===== src/rtl/l1_dcache_pkg.sv =====
// lc3b_types: shared types and helpers for the L1 data cache.
package lc3b_types;
  localparam int ADR_W = 12;
  localparam int LINE_W = 128;
  localparam int SEL_W = 16;
  typedef enum logic [1:0] {IDLE, WRITEBACK, FILL} lc3b_dcache_state;
  typedef logic [LINE_W-1:0] lc3b_cache_line;
  typedef logic [SEL_W-1:0] lc3b_wb_sel;
  typedef logic [ADR_W-1:0] lc3b_adr;
  function automatic lc3b_cache_line byte_merge(input lc3b_cache_line cur, input lc3b_cache_line upd,
                                                input lc3b_wb_sel sel);
    lc3b_cache_line r;
    r = cur;
    for (int i = 0; i < SEL_W; i++) if (sel[i]) r[8*i+:8] = upd[8*i+:8];
    return r;
  endfunction
endpackage


===== src/rtl/l1_dcache_array.sv =====
// dcache_array: tag/valid/dirty/data storage with combinational read and byte-masked write.
module dcache_array
  import lc3b_types::*;
#(
  parameter int NUM_SETS = 8,
  localparam int IDX_W = $clog2(NUM_SETS),
  localparam int TAG_W = ADR_W - IDX_W
) (
  input  logic                 clk,
  input  logic                 reset_n,
  input  logic [IDX_W-1:0]     idx,
  input  lc3b_wb_sel           wr_sel,
  input  lc3b_cache_line       wr_data,
  input  logic                 tag_we,
  input  logic [TAG_W-1:0]     wr_tag,
  input  logic                 set_dirty,
  input  logic                 clr_dirty,
  output logic                 rd_valid,
  output logic                 rd_dirty,
  output logic [TAG_W-1:0]     rd_tag,
  output lc3b_cache_line       rd_data
);
  lc3b_cache_line data_q [NUM_SETS];
  lc3b_cache_line data_d [NUM_SETS];
  logic [TAG_W-1:0] tag_q [NUM_SETS];
  logic [TAG_W-1:0] tag_d [NUM_SETS];
  logic [NUM_SETS-1:0] valid_q, valid_d, dirty_q, dirty_d;

  assign rd_valid = valid_q[idx];
  assign rd_dirty = dirty_q[idx];
  assign rd_tag   = tag_q[idx];
  assign rd_data  = data_q[idx];

  always_comb begin
    data_d = data_q;
    tag_d = tag_q;
    valid_d = valid_q;
    dirty_d = dirty_q;
    data_d[idx] = byte_merge(data_q[idx], wr_data, wr_sel);
    if (tag_we) begin
      tag_d[idx] = wr_tag;
      valid_d[idx] = 1'b1;
    end
    dirty_d[idx] = set_dirty ? 1'b1 : clr_dirty ? 1'b0 : dirty_q[idx];
  end

  always_ff @(posedge clk or negedge reset_n) begin
    if (!reset_n) begin
      valid_q <= '0;
      dirty_q <= '0;
    end else begin
      valid_q <= valid_d;
      dirty_q <= dirty_d;
    end
  end

  // Payload arrays carry no reset; valid bits gate their use.
  always_ff @(posedge clk) begin
    data_q <= data_d;
    tag_q <= tag_d;
  end
endmodule


===== src/rtl/l1_dcache.sv =====
// l1_dcache: direct-mapped write-back write-allocate L1 data cache between the MEM stage
// and L2 over Wishbone; hits ACK combinationally, misses run writeback then fill.
module l1_dcache
  import lc3b_types::*;
#(
  parameter int NUM_SETS = 8
) (
  input  logic           clk,
  input  logic           reset_n,
  input  lc3b_adr        cpu_adr,
  input  lc3b_cache_line cpu_dat_m,
  output lc3b_cache_line cpu_dat_s,
  input  lc3b_wb_sel     cpu_sel,
  input  logic           cpu_cyc,
  input  logic           cpu_stb,
  input  logic           cpu_we,
  output logic           cpu_ack,
  output logic           cpu_rty,
  output lc3b_adr        mem_adr,
  output lc3b_cache_line mem_dat_m,
  input  lc3b_cache_line mem_dat_s,
  output lc3b_wb_sel     mem_sel,
  output logic           mem_cyc,
  output logic           mem_stb,
  output logic           mem_we,
  input  logic           mem_ack,
  input  logic           mem_rty,
  output logic [15:0]    hit_count,
  output logic [15:0]    miss_count
);
  localparam int IDX_W = $clog2(NUM_SETS);
  localparam int TAG_W = ADR_W - IDX_W;

  lc3b_dcache_state state_q, state_d;
  lc3b_adr miss_adr_q, miss_adr_d;
  logic fill_done_q, fill_done_d;
  logic [15:0] hit_q, hit_d, miss_q, miss_d;
  lc3b_adr cur_adr;
  logic [IDX_W-1:0] idx;
  logic [TAG_W-1:0] tag, rd_tag;
  logic req, hit, mem_done, rd_valid, rd_dirty;
  logic tag_we, set_dirty, clr_dirty, hit_inc, miss_inc;
  lc3b_wb_sel wr_sel;
  lc3b_cache_line wr_data, rd_data;

  // Request is masked during reset so the CPU sees ACK=RTY=0 while reset_n is low.
  assign req = cpu_cyc & cpu_stb & reset_n;
  assign cur_adr = (state_q == IDLE) ? cpu_adr : miss_adr_q;
  assign idx = cur_adr[IDX_W-1:0];
  assign tag = cur_adr[ADR_W-1:IDX_W];
  assign hit = rd_valid && (rd_tag == tag);
  assign mem_done = mem_ack & ~mem_rty;
  assign cpu_dat_s = rd_data;
  assign hit_count = hit_q;
  assign miss_count = miss_q;

  dcache_array #(.NUM_SETS(NUM_SETS)) u_array (
    .clk      (clk),
    .reset_n  (reset_n),
    .idx      (idx),
    .wr_sel   (wr_sel),
    .wr_data  (wr_data),
    .tag_we   (tag_we),
    .wr_tag   (tag),
    .set_dirty(set_dirty),
    .clr_dirty(clr_dirty),
    .rd_valid (rd_valid),
    .rd_dirty (rd_dirty),
    .rd_tag   (rd_tag),
    .rd_data  (rd_data)
  );

  always_comb begin
    state_d = state_q;
    miss_adr_d = miss_adr_q;
    fill_done_d = 1'b0;
    cpu_ack = 1'b0;
    cpu_rty = 1'b0;
    mem_cyc = 1'b0;
    mem_stb = 1'b0;
    mem_we = 1'b0;
    mem_sel = '0;
    mem_adr = '0;
    mem_dat_m = '0;
    wr_sel = '0;
    wr_data = cpu_dat_m;
    tag_we = 1'b0;
    set_dirty = 1'b0;
    clr_dirty = 1'b0;
    hit_inc = 1'b0;
    miss_inc = 1'b0;
    case (state_q)
      IDLE: begin
        if (req && hit) begin
          cpu_ack = 1'b1;
          // The ACK that closes a miss was already counted as a miss.
          hit_inc = !fill_done_q;
          if (cpu_we) begin
            wr_sel = cpu_sel;
            set_dirty = 1'b1;
          end
        end else if (req) begin
          cpu_rty = 1'b1;
          miss_inc = 1'b1;
          miss_adr_d = cpu_adr;
          state_d = rd_dirty ? WRITEBACK : FILL;
        end
      end
      WRITEBACK: begin
        cpu_rty = req;
        mem_cyc = 1'b1;
        mem_stb = 1'b1;
        mem_we = 1'b1;
        mem_sel = '1;
        mem_adr = {rd_tag, idx};
        mem_dat_m = rd_data;
        if (mem_done) begin
          clr_dirty = 1'b1;
          state_d = FILL;
        end
      end
      FILL: begin
        cpu_rty = req;
        mem_cyc = 1'b1;
        mem_stb = 1'b1;
        mem_sel = '1;
        mem_adr = miss_adr_q;
        wr_data = mem_dat_s;
        if (mem_done) begin
          wr_sel = '1;
          tag_we = 1'b1;
          clr_dirty = 1'b1;
          fill_done_d = req;
          state_d = IDLE;
        end
      end
      default: state_d = IDLE;
    endcase
    hit_d = (hit_inc && hit_q != 16'hFFFF) ? hit_q + 16'd1 : hit_q;
    miss_d = (miss_inc && miss_q != 16'hFFFF) ? miss_q + 16'd1 : miss_q;
  end

  always_ff @(posedge clk or negedge reset_n) begin
    if (!reset_n) begin
      state_q <= IDLE;
      miss_adr_q <= '0;
      fill_done_q <= 1'b0;
      hit_q <= '0;
      miss_q <= '0;
    end else begin
      state_q <= state_d;
      miss_adr_q <= miss_adr_d;
      fill_done_q <= fill_done_d;
      hit_q <= hit_d;
      miss_q <= miss_d;
    end
  end
endmodule

===== config.mk =====
export PLATFORM = sky130hd
export DESIGN_NAME = l1_dcache
export DESIGN_NICKNAME = d
export VERILOG_FILES = /design/src/rtl/l1_dcache_pkg.sv /design/src/rtl/l1_dcache_array.sv /design/src/rtl/l1_dcache.sv
export SDC_FILE = /design/constraint.sdc
export NUM_CORES = 1
export LEC_CHECK = 0
export ABC_AREA = 1
export CAP_MARGIN = 20
export CORE_UTILIZATION = 25
export DETAILED_ROUTE_END_ITERATION = 7
export PLACE_DENSITY = 0.46
export SETUP_SLACK_MARGIN = 0.2
export SYNTH_ARGS = -nofsm -noshare
export SYNTH_HDL_FRONTEND = slang
export SYNTH_SLANG_ARGS = --single-unit

===== constraint.sdc =====
create_clock -name clk -period 24.7 [get_ports clk]
set_input_delay 6.175 -clock clk [delete_from_list [all_inputs] [get_ports clk]]
set_output_delay 6.175 -clock clk [all_outputs]
set_load 0.1 [all_outputs]

==> results.py <==
metrics = {
    "global_route": {
        "grt-ovfl-total": 0,
        "grt_usage_pct": 14.2,
        "grt_pass1_wl_um": 208000,
        "grt_max_degree": 140,
        "grt_pass1_vias": 30542,
        "antenna_found_initial": 7,
    },
    "yosys": {
        "synthAdderAreaFrac_pct": 0.155,
        "ys_async_sr_fraction_pct": 5.44,
        "synth_edf_count": 1096,
        "synth_top_family_by_area": "simple AND/OR/NAND/NOR gates",
        "synthXorXnorAreaFrac_pct": 0.380,
        "synth_top_area_cell": "edfxtp_1",
        "ys_seq_elements": 1159,
        "synthFlopType": "edfxtp_1",
        "synthesis.nets": 4086,
        "synthSimpleGateAreaFrac_pct": 14.9,
        "ys_warn_count": 0,
        "synth-compound-area-share_pct": 6.99,
        "synthMuxAreaShare_pct": 2.98,
        "yosysSeqAreaShare_pct": 71.2,
        "avgSynthCellArea_um2": 12.8,
        "synth_top_area_share_pct": 68.0,
        "yosys-top-cells-area": "edfxtp_1 (68%), nand2_1 (8.8%), a22o_1 (3.5%), dfrtp_1 (3.3%), mux2_2 (3.0%)",
        "ys_top_cells_by_count": "nand2_1 (1131), edfxtp_1 (1096), nand3_1 (196), a22o_1 (193), inv_1 (190)",
        "yosys.cell_count.top_type": "nand2_1",
        "synthCells": 3789,
        "syn_area_mm2": 0.0484,
        "yosysUniqueCellTypes": 37,
    },
    "drt": {
        "drtIter0Drc": 1875,
        "first_pass_iters": 5,
        "vias": 31023,
        "via_per_inst": 4.42,
        "antenna_left": 0,
        "remaining_drc_errors": 0,
        "wire_per_inst_um": 20.2,
        "wl_um": 142000,
    },
    "sta": {
        "rsz0062_at_grt": "no",
        "final-hold-violation-count": 0,
        "final_max_slew_viol_count": 0,
        "max_slew_margin_pct": 25.3,
        "setup_viol": 0,
        "max_freq_mhz": 56.0,
        "finalCritPeriodShare_pct": 72.2,
        "tns_ns": 0,
        "min_period_ns": 17.84,
        "clock_skew_ns": 0.0440,
        "tightest_slew_ns": 1.12,
    },
    "worst_hold_path": {
        "holdPathEnd": "u_array.valid_q[7]",
        "min_path_type": "register to register",
        "hold_path.startpoint": "u_array.valid_q[7]",
        "holdPathStages": 2,
    },
    "worst_setup_path": {
        "path_max_fanout": 111,
        "cp_num_buf_inv": 6,
        "startpoint_type": "primary input",
        "arrival_ns": 11.67,
        "path_cells": "clkdlybuf4s50_1 -> nand2_2 -> nand2_4 -> nand2_1 -> inv_8 -> buf_4 -> buf_4 -> a22o_1 -> or4_1 -> inv_1 -> nor2_1 -> clkdlybuf4s50_1",
        "cp_top_family": "buffers and inverters",
        "worstSetupPathType": "primary input to output pin",
        "rr_worst_depth": 20,
        "regToRegEndpoint": "u_array.data_q[929]",
        "worstPathRequired_ns": 18.52,
        "timing.rr.start": "state_q[0]",
        "max_stage_delay_ns": 1.19,
        "slowest_stage": "clkdlybuf4s50_1",
        "r2r_setup_slack_ns": 19.39,
        "endpoint_kind": "output pin",
    },
    "clocking": {
        "cts_buffer_depth": 3,
        "clkTransAtPathRegs_ns": 0.06,
        "clkSinkCount": 1159,
        "postCtsSetupBuffers": 0,
        "cts_root_buf": "clkbuf_16",
        "clock_latency_ns": 0.77,
        "numCtsBuffers": 133,
        "cts_tree": "yes",
        "htree_levels": 4,
        "ctsResizeCount": 0,
        "hold_buffers": 0,
    },
    "cells_and_area": {
        "area_growth_pct": 26.9,
        "nets": 4678,
        "fill_cells": 19132,
        "drive_gt1_share_pct": 9.03,
    },
    "floorplan": {
        "rows": 161,
        "die_area_mm2": 0.195,
        "start_util_pct": 25.2,
        "die_w_um": 442,
        "ioPinCount": 612,
        "fp.dieH_um": 442,
        "core_area_mm2": 0.192,
    },
    "placement": {
        "place_hpwl_um": 90200,
        "numPortBuffers": 611,
        "gp_congestion": 0.755,
    },
    "job": {
        "max_cap_violations": 0,
    },
    "status": {
        "status": "completed",
    },
}
[worst min-delay path: stages, from the launching register on]
cell and delay [ns]:
dfrtp_1 0.32, inv_1 0.04, o21ai_0 0.06
[logic make-up (layout without fill, tap and decap cells)]
| family | Yosys count | in the layout |
|---|---|---|
| AO/OA/AOI/OAI | 436 | 436 |
| XOR/XNOR | 21 | 21 |
| adder cells (fa/ha/maj) | 6 | 6 |
| buffers and inverters | 398 | 1094 |
| flip-flops | 1159 | 1159 |
| multiplexers | 128 | 128 |
| other | 0 | 2 |
| AND/OR/NAND/NOR | 1641 | 1641 |
[area by class of cell]
type	instances	area, um2	share of cell area (%)
Antenna cell	2	5.00	0.00815
Clock buffer	171	3510	5.72
Clock inverter	68	626	1.02
Inverter	197	790	1.29
Multi-Input combinational cell	2232	12300	20.1
Sequential cell	1159	34500	56.1
Tap cell	2526	3160	5.15
Timing Repair Buffer	658	6510	10.6
[per-layer routing]
layer	vias to the layer above	global-route usage [%]	share of wire (%)
li1	14960	-	-
met1	15236	17.7	43
met2	659	24.6	51
met3	168	2.67	3.8
met4	0	4.34	2.6
met5	-	0	0
[metrics by stage]
step	hold WS (ns)	worst slack (ns)	instance area, um2	cells	utilization (%)
3_5_place_dp	0.447	6.71	57300	6771	29.8
6_report	0.457	6.86	61400	7013	31.9
2_1_floorplan	0.427	4.85	48400	3789	-
4_1_cts	0.461	6.71	61400	7010	31.9
5_1_grt	0.478	6.39	61400	7013	31.9
3_3_place_gp	0.438	6.81	57300	6771	29.8
[flip-flops by register name, indices dropped and copies added (netlist names)]
name             flops
fill_done_q          1
u_array.valid_q      8
miss_count          16
u_array.dirty_q      8
hit_count           16
miss_adr_q          12
state_q              2
u_array.tag_q       72
u_array.data_q    1024
[how the worst max path moves through the flow]
| stage | from | to | slack (ns) | cells after the start |
|---|---|---|---|---|
| global route | cpu_adr[0] | mem_dat_m[4] | 6.39 | 14 |
| detailed placement | cpu_adr[1] | mem_dat_m[82] | 6.71 | 12 |
| global placement | cpu_adr[0] | mem_dat_m[4] | 6.81 | 14 |
| finish | cpu_adr[0] | mem_dat_m[111] | 6.86 | 12 |
| CTS | cpu_adr[1] | mem_dat_m[82] | 6.71 | 12 |
| floorplan | cpu_adr[2] | mem_dat_m[104] | 4.85 | 12 |
[layout by cell type (no fill, tap or decap), types with 46 or more instances in the layout]
| cell type | synthesis | layout |
|---|---|---|
| a22o_1 | 193 | 193 |
| inv_1 | 190 | 188 |
| edfxtp_1 | 1096 | 1096 |
| dfrtp_1 | 63 | 63 |
| a21oi_1 | 48 | 48 |
| clkdlybuf4s50_1 | 0 | 608 |
| or4_1 | 60 | 60 |
| clkbuf_16 | 0 | 134 |
| nand3_1 | 196 | 196 |
| o21ai_0 | 47 | 46 |
| a221oi_1 | 100 | 100 |
| nand4_1 | 49 | 49 |
| mux2_2 | 128 | 128 |
| nand2_1 | 1131 | 1130 |
| nor2_1 | 140 | 137 |
Power is not shown: default switching activity piles up to over one toggle a cycle in this logic, so the estimate is an artifact.
